==> config.mk <==
export PLATFORM = sky130hd
export DESIGN_NAME = bosconian_video_timing_flat
export DESIGN_NICKNAME = d
export VERILOG_FILES = /design/src/rtl/bosconian_video_timing_if.sv /design/src/rtl/bosconian_video_timing.sv /design/src/flat_wrapper.sv
export SDC_FILE = /design/constraint.sdc
export NUM_CORES = 1
export LEC_CHECK = 0
export CAP_MARGIN = 20
export CORE_MARGIN = 1
export CORE_UTILIZATION = 55
export CTS_CLUSTER_DIAMETER = 50
export CTS_CLUSTER_SIZE = 25
export DETAILED_ROUTE_END_ITERATION = 10
export HOLD_SLACK_MARGIN = 0.12
export PLACE_DENSITY = 0.82
export SYNTH_ARGS = -nofsm -noshare
export SYNTH_HDL_FRONTEND = slang
export SYNTH_SLANG_ARGS = --single-unit
==> constraint.sdc <==
create_clock -name clk -period 6.05 [get_ports clk]
set_input_delay 0.9075 -clock clk [delete_from_list [all_inputs] [get_ports clk]]
set_output_delay 0.9075 -clock clk [all_outputs]
set_load 0.01 [all_outputs]
==> src/rtl/bosconian_video_timing_if.sv <==
// Raster timing bundle between the timing generator (slave) and its consumers (master).
// BOSCONIAN_SYNC_ADJ_EN adds the signed sync-position trims h_adj/v_adj.
interface bosconian_video_timing_if;
  logic       pal;
  logic       ce_pix;
  logic [8:0] hcount;
  logic [8:0] vcount;
  logic       HBlank;
  logic       VBlank;
  logic       HSync;
  logic       VSync;
  logic       frame_start;
  logic       pal_active;
`ifdef BOSCONIAN_SYNC_ADJ_EN
  logic [3:0] h_adj;
  logic [3:0] v_adj;

  modport slave  (input  pal, h_adj, v_adj,
                  output ce_pix, hcount, vcount, HBlank, VBlank, HSync, VSync,
                         frame_start, pal_active);
  modport master (output pal, h_adj, v_adj,
                  input  ce_pix, hcount, vcount, HBlank, VBlank, HSync, VSync,
                         frame_start, pal_active);
`else
  modport slave  (input  pal,
                  output ce_pix, hcount, vcount, HBlank, VBlank, HSync, VSync,
                         frame_start, pal_active);
  modport master (output pal,
                  input  ce_pix, hcount, vcount, HBlank, VBlank, HSync, VSync,
                         frame_start, pal_active);
`endif
endinterface

==> src/rtl/bosconian_video_timing.sv <==
// Bosconian raster timing: pixel enable, h/v counters, blanking, sync, frame strobe, NTSC/PAL height.
// Optional BOSCONIAN_SYNC_ADJ_EN: per-frame signed trim of HSync/VSync start positions.
module bosconian_video_timing #(
  parameter int CE_DIV        = 8,
  parameter int H_TOTAL       = 384,
  parameter int H_ACTIVE      = 288,
  parameter int HS_START      = 304,
  parameter int HS_WIDTH      = 32,
  parameter int V_ACTIVE      = 224,
  parameter int V_TOTAL_NTSC  = 264,
  parameter int V_TOTAL_PAL   = 312,
  parameter int VS_START_NTSC = 240,
  parameter int VS_START_PAL  = 264,
  parameter int VS_WIDTH      = 3
) (
  input  logic                       clk,
  input  logic                       reset_n,
  bosconian_video_timing_if.slave    vid
);

  localparam int DW = (CE_DIV > 2) ? $clog2(CE_DIV) : 1;
  localparam logic [DW-1:0] DIV_LAST = DW'(CE_DIV - 1);
  localparam logic [8:0] H_LAST  = 9'(H_TOTAL - 1);
  localparam logic [8:0] H_ACT   = 9'(H_ACTIVE);
  localparam logic [8:0] V_ACT   = 9'(V_ACTIVE);
  localparam logic [8:0] VN_LAST = 9'(V_TOTAL_NTSC - 1);
  localparam logic [8:0] VP_LAST = 9'(V_TOTAL_PAL - 1);
  localparam logic [9:0] HS_LO   = 10'(HS_START);
  localparam logic [9:0] HS_LEN  = 10'(HS_WIDTH - 1);
  localparam logic [9:0] VSN_LO  = 10'(VS_START_NTSC);
  localparam logic [9:0] VSP_LO  = 10'(VS_START_PAL);
  localparam logic [9:0] VS_LEN  = 10'(VS_WIDTH - 1);

  logic [DW-1:0] div_q;
  logic          pal_s1_q, pal_s2_q, pal_act_q, pal_act_d;
  logic [8:0]    h_q, h_d, v_q, v_d;
  logic          ce_q, hb_q, vb_q, hs_q, vs_q, fs_q;
  logic          hb_d, vb_d, hs_d, vs_d, fs_d;
  logic          adv, line_wrap, frame_wrap;
  logic [9:0]    hs_lo, hs_hi, vs_lo, vs_hi;

`ifdef BOSCONIAN_SYNC_ADJ_EN
  logic [3:0] h_adj_q, h_adj_d, v_adj_q, v_adj_d;
`endif

  always_comb begin
    adv        = (div_q == DIV_LAST);
    line_wrap  = adv && (h_q == H_LAST);
    frame_wrap = line_wrap && (v_q == (pal_act_q ? VP_LAST : VN_LAST));
    h_d        = adv ? ((h_q == H_LAST) ? 9'd0 : h_q + 9'd1) : h_q;
    v_d        = frame_wrap ? 9'd0 : (line_wrap ? v_q + 9'd1 : v_q);
    // Frame height and sync placement are only allowed to change at the frame boundary.
    pal_act_d  = frame_wrap ? pal_s2_q : pal_act_q;
`ifdef BOSCONIAN_SYNC_ADJ_EN
    h_adj_d    = frame_wrap ? vid.h_adj : h_adj_q;
    v_adj_d    = frame_wrap ? vid.v_adj : v_adj_q;
    hs_lo      = HS_LO + {{6{h_adj_d[3]}}, h_adj_d};
    vs_lo      = (pal_act_d ? VSP_LO : VSN_LO) + {{6{v_adj_d[3]}}, v_adj_d};
`else
    hs_lo      = HS_LO;
    vs_lo      = pal_act_d ? VSP_LO : VSN_LO;
`endif
    hs_hi      = hs_lo + HS_LEN;
    vs_hi      = vs_lo + VS_LEN;
    // Decode from next-state counts so flags land on the same edge as the counters.
    hb_d       = (h_d >= H_ACT);
    vb_d       = (v_d >= V_ACT);
    hs_d       = ({1'b0, h_d} >= hs_lo) && ({1'b0, h_d} <= hs_hi);
    vs_d       = ({1'b0, v_d} >= vs_lo) && ({1'b0, v_d} <= vs_hi);
    fs_d       = adv && (h_d == 9'd0) && (v_d == 9'd0);
  end

  always_ff @(posedge clk or negedge reset_n) begin
    if (!reset_n) begin
      div_q     <= '0;
      pal_s1_q  <= 1'b0;
      pal_s2_q  <= 1'b0;
      pal_act_q <= 1'b0;
      h_q       <= '0;
      v_q       <= '0;
      ce_q      <= 1'b0;
      hb_q      <= 1'b0;
      vb_q      <= 1'b0;
      hs_q      <= 1'b0;
      vs_q      <= 1'b0;
      fs_q      <= 1'b0;
    end else begin
      div_q     <= adv ? '0 : div_q + DW'(1);
      pal_s1_q  <= vid.pal;
      pal_s2_q  <= pal_s1_q;
      pal_act_q <= pal_act_d;
      ce_q      <= adv;
      fs_q      <= fs_d;
      if (adv) begin
        h_q  <= h_d;
        v_q  <= v_d;
        hb_q <= hb_d;
        vb_q <= vb_d;
        hs_q <= hs_d;
        vs_q <= vs_d;
      end
    end
  end

`ifdef BOSCONIAN_SYNC_ADJ_EN
  always_ff @(posedge clk or negedge reset_n) begin
    if (!reset_n) begin
      h_adj_q <= '0;
      v_adj_q <= '0;
    end else begin
      h_adj_q <= h_adj_d;
      v_adj_q <= v_adj_d;
    end
  end
`endif

  assign vid.ce_pix      = ce_q;
  assign vid.hcount      = h_q;
  assign vid.vcount      = v_q;
  assign vid.HBlank      = hb_q;
  assign vid.VBlank      = vb_q;
  assign vid.HSync       = hs_q;
  assign vid.VSync       = vs_q;
  assign vid.frame_start = fs_q;
  assign vid.pal_active  = pal_act_q;

endmodule

==> src/flat_wrapper.sv <==
// flat-port wrapper written by rule: the top's interface ports become plain ports
module bosconian_video_timing_flat 
#(
  parameter int CE_DIV        = 8,
  parameter int H_TOTAL       = 384,
  parameter int H_ACTIVE      = 288,
  parameter int HS_START      = 304,
  parameter int HS_WIDTH      = 32,
  parameter int V_ACTIVE      = 224,
  parameter int V_TOTAL_NTSC  = 264,
  parameter int V_TOTAL_PAL   = 312,
  parameter int VS_START_NTSC = 240,
  parameter int VS_START_PAL  = 264,
  parameter int VS_WIDTH      = 3
)
  (clk, reset_n, vid_pal, vid_ce_pix, vid_hcount, vid_vcount, vid_HBlank, vid_VBlank, vid_HSync, vid_VSync, vid_frame_start, vid_pal_active);
  bosconian_video_timing_if vid_i ();
  input  logic clk;
  input  logic reset_n;
  input wire logic [$bits(vid_i.pal)-1:0] vid_pal;
  output wire logic [$bits(vid_i.ce_pix)-1:0] vid_ce_pix;
  output wire logic [$bits(vid_i.hcount)-1:0] vid_hcount;
  output wire logic [$bits(vid_i.vcount)-1:0] vid_vcount;
  output wire logic [$bits(vid_i.HBlank)-1:0] vid_HBlank;
  output wire logic [$bits(vid_i.VBlank)-1:0] vid_VBlank;
  output wire logic [$bits(vid_i.HSync)-1:0] vid_HSync;
  output wire logic [$bits(vid_i.VSync)-1:0] vid_VSync;
  output wire logic [$bits(vid_i.frame_start)-1:0] vid_frame_start;
  output wire logic [$bits(vid_i.pal_active)-1:0] vid_pal_active;
  assign vid_i.pal = vid_pal;
  assign vid_ce_pix = vid_i.ce_pix;
  assign vid_hcount = vid_i.hcount;
  assign vid_vcount = vid_i.vcount;
  assign vid_HBlank = vid_i.HBlank;
  assign vid_VBlank = vid_i.VBlank;
  assign vid_HSync = vid_i.HSync;
  assign vid_VSync = vid_i.VSync;
  assign vid_frame_start = vid_i.frame_start;
  assign vid_pal_active = vid_i.pal_active;
  bosconian_video_timing #(.CE_DIV(CE_DIV), .H_TOTAL(H_TOTAL), .H_ACTIVE(H_ACTIVE), .HS_START(HS_START), .HS_WIDTH(HS_WIDTH), .V_ACTIVE(V_ACTIVE), .V_TOTAL_NTSC(V_TOTAL_NTSC), .V_TOTAL_PAL(V_TOTAL_PAL), .VS_START_NTSC(VS_START_NTSC), .VS_START_PAL(VS_START_PAL), .VS_WIDTH(VS_WIDTH)) u_core (.clk(clk), .reset_n(reset_n), .vid(vid_i));
endmodule
==> impl_results.md <==
* Hold Crit Depth at 0
* Crit path max-delay cell type: a2111oi_0
* CTS HTree Levels at 2
* RSZ-0062 raised after global routing: false
* Total grt overflow at 0
* Die Y at 58.7 microns
* Post-synth EDFFs at 0
* Post-layout nets at 224
* Avg Inst Size Synth at 9.76 sq um
* Max Cap Violations at 0
* Final Critical Period at 3860 ps
* Synth area leader: dfrtp_1
* First-pass GRT wire length at 7020 microns
* Worst Reg-to-Reg Cells at 12
* Run status: completed
* Final setup violation count at 0
* Mapped Area at 0.00177 sq mm
* Prevailing post-synth register cell: dfrtp_1
* Min-Delay Path Class: reg2reg
* CP max FO at 16
* Chip width at 58.7 microns
* Yosys reg bits at 30
* Ranking of synthesized cells by area: dfrtp_1 (42%), ha_1 (7.8%), xnor2_1 (3.5%)
* Cell variety after synth at 47
* Clk buf depth at 2
* R2R Setup Slk at 2190 ps
* Total CTS buffers at 5
* Final Hold Violating Endpoints at 0
* Setup crit start kind: register
* Max IR drop VDD at 0.000121 V
* Largest net degree at the start of global routing at 31
* Top cell type's share of synthesized area at 0.425
* # clock sinks at 30
* Top Ports at 28
* Syn_nets at 195
* Critical Path RT at 6300 ps
* FP Rows at 20
* CTS tree: built
* WS Path Type: reg2reg
* GRT Total Usage at 0.280
* Initial antenna violation count at 0
* Post-CTS setup buffers at 0
* Worst rel slew slack at 0.537
* Period Utilization, post-route at 0.638
* Mapped Cells at 181
* PD cells at 150 mW/mm^2
* Leak at 0.934 nW
* Worst Max-Slew Pin Slew at 677 ps
* First drt pass iteration count at 4
* Synthesis-to-layout area growth at 19.6%
* Placer Congestion at 0.873
* Most common cell on crit path: ha_1
* Total negative slack at 0 ps
* Drt first-iter violations at 104
* Fmax at 259 MHz
* Die area at 0.00344 sq mm
* Max incr delay on CP at 630 ps
* R2r startpoint: u_core.div_q[0]
* Place WS at 2250 ps
* WHS Endpoint: u_core.pal_s2_q
* Fin. max-slew vios at 0
* Initial core utilization at 0.579
* Port bufs at 27
* CTS clock-pin slew for the worst setup and hold paths at 90 ps
* Synth warn at 0
* DR vias at 1538
* Routed WL per cell at 16.5 microns
* Data arrival, critical path at 4110 ps
* Hold buffers post-CTS at 0
* Hold path startpoint: u_core.pal_s1_q
* Post-detail-place hpwl at 3110 microns
* Clk Latency, worst-skew pair at 340 ps
* Vias per cell at 6.06
* Ys async rst share at 1.00
* Synth top cells by count: dfrtp_1 (30), nand2_1 (15), nor2_1 (14)
* Post-CTS Resized at 0
* Final wirelength at 4200 microns
* CP cell instances: ha_1, ha_1, and4_2, nand3_1, nor2_1, mux2_2, ha_1, a21oi_1, nor2b_1, a2111oi_0, nand4b_1, a32oi_1
* Worst setup margin at 2190 ps
* Crit. End Element: register
* Layout Skew at 10.8 ps
* Antenna Cells at 0
* Vias in the first global route at 1462
* Most numerous cell in the Yosys netlist: dfrtp_1
* Reg-to-reg endpoint: u_core.vid.VSync
* Sequential share of the synthesized area at 0.425
* Core Area at 0.00305 sq mm
* DRC violations left at 0
* Antenna viol nets, final at 0
* Layout cells sized above 1 at 0.105
* Root buffer cell: clkbuf_4
## worst max path at each step
stage,slack [ps],endpoint,cells after the start,startpoint
after global placement,2630,u_core.vid.VSync,12,u_core.div_q[0]
after floorplan,2880,u_core.vid.VSync,11,u_core.vid.vcount[3]
final,2190,u_core.vid.VSync,12,u_core.div_q[0]
after detailed placement,2250,u_core.vid.VSync,12,u_core.div_q[0]
after global routing,1910,u_core.vid.VSync,12,u_core.div_q[0]
after CTS,2230,u_core.vid.VSync,12,u_core.div_q[0]
## stage by stage
stage                     cell area, sq um  utilization  power (mW)  hold WS, ps  instances
after floorplan                       1770            -       0.205          331        181
after global placement                2070        0.677       0.211          334        247
after detailed placement              2070        0.677       0.211          335        247
after CTS                             2110        0.692       0.321          355        254
after global routing                  2110        0.692       0.330          366        254
final                                 2110        0.692       0.317          354        254
## layout make-up
class / instances / area, sq um
Multi-Input combinational cell: 135 / 947
Fill cell: 245 / 940
Sequential cell: 30 / 751
Timing Repair Buffer: 28 / 278
Tap cell: 44 / 55.1
Clock buffer: 7 / 45.0
Inverter: 10 / 37.5
## worst max-delay path: cells and delay by family (launching register included)
family,cells,cell delay [ps]
adders and majority gates,3,960
muxes,1,420
DFF,1,360
and+or+nand+nor,5,1010
AOI/OAI and AO/OA,3,1030
## power breakdown
group	switching [mW]	internal, mW	total [mW]
registers	0.000178	0.201	0.201
clock network	0.0670	0.0437	0.111
logic	0.00393	0.00155	0.00547
## registers in the layout, indices dropped and copies added, names as in the netlist
name and count:
u_core.vid.vcount 9, u_core.vid.pal_active 1, u_core.vid.VSync 1, u_core.pal_s1_q 1, u_core.vid.ce_pix 1, u_core.div_q 3, u_core.vid.hcount 9, u_core.vid.HSync 1
u_core.vid.frame_start 1, u_core.vid.HBlank 1, u_core.vid.VBlank 1, u_core.pal_s2_q 1
## cell families (layout without fill, tap and decap cells)
group | after synthesis | after routing | share of synthesized area
compound gates | 32 | 32 | 0.132
xor+xnor | 10 | 10 | 0.0496
fa+ha+maj | 11 | 11 | 0.0779
buf+inv | 16 | 45 | 0.0389
flops | 30 | 30 | 0.425
mux | 7 | 7 | 0.0425
simple gates | 75 | 75 | 0.234
## placed cells by master, fill, tap and decap left out, drive strengths merged, types with 2 or more instances in the layout
cell and n:
a21o 5, a21oi 5, a311oi 2, a31oi 3, and2 2, and3 2, and4 2, clkbuf 7
clkdlybuf4s50 27, dfrtp 30, ha 11, inv 10, mux2 4, mux2i 3, nand2 15, nand2b 3
nand3 12, nand4 6, nand4b 3, nor2 14, nor2b 2, nor3 5, o21ai 3, o2bb2ai 2
o31ai 4, or3 3, xnor2 7, xor2 3
## routing by layer
metal	GRT usage	part of all wire	vias up
li1	-	-	718
met1	0.389	0.46	751
met2	0.430	0.47	62
met3	0.0791	0.048	7
met4	0.0816	0.013	0
met5	0	0	-
(Power assumes the default switching activity.)
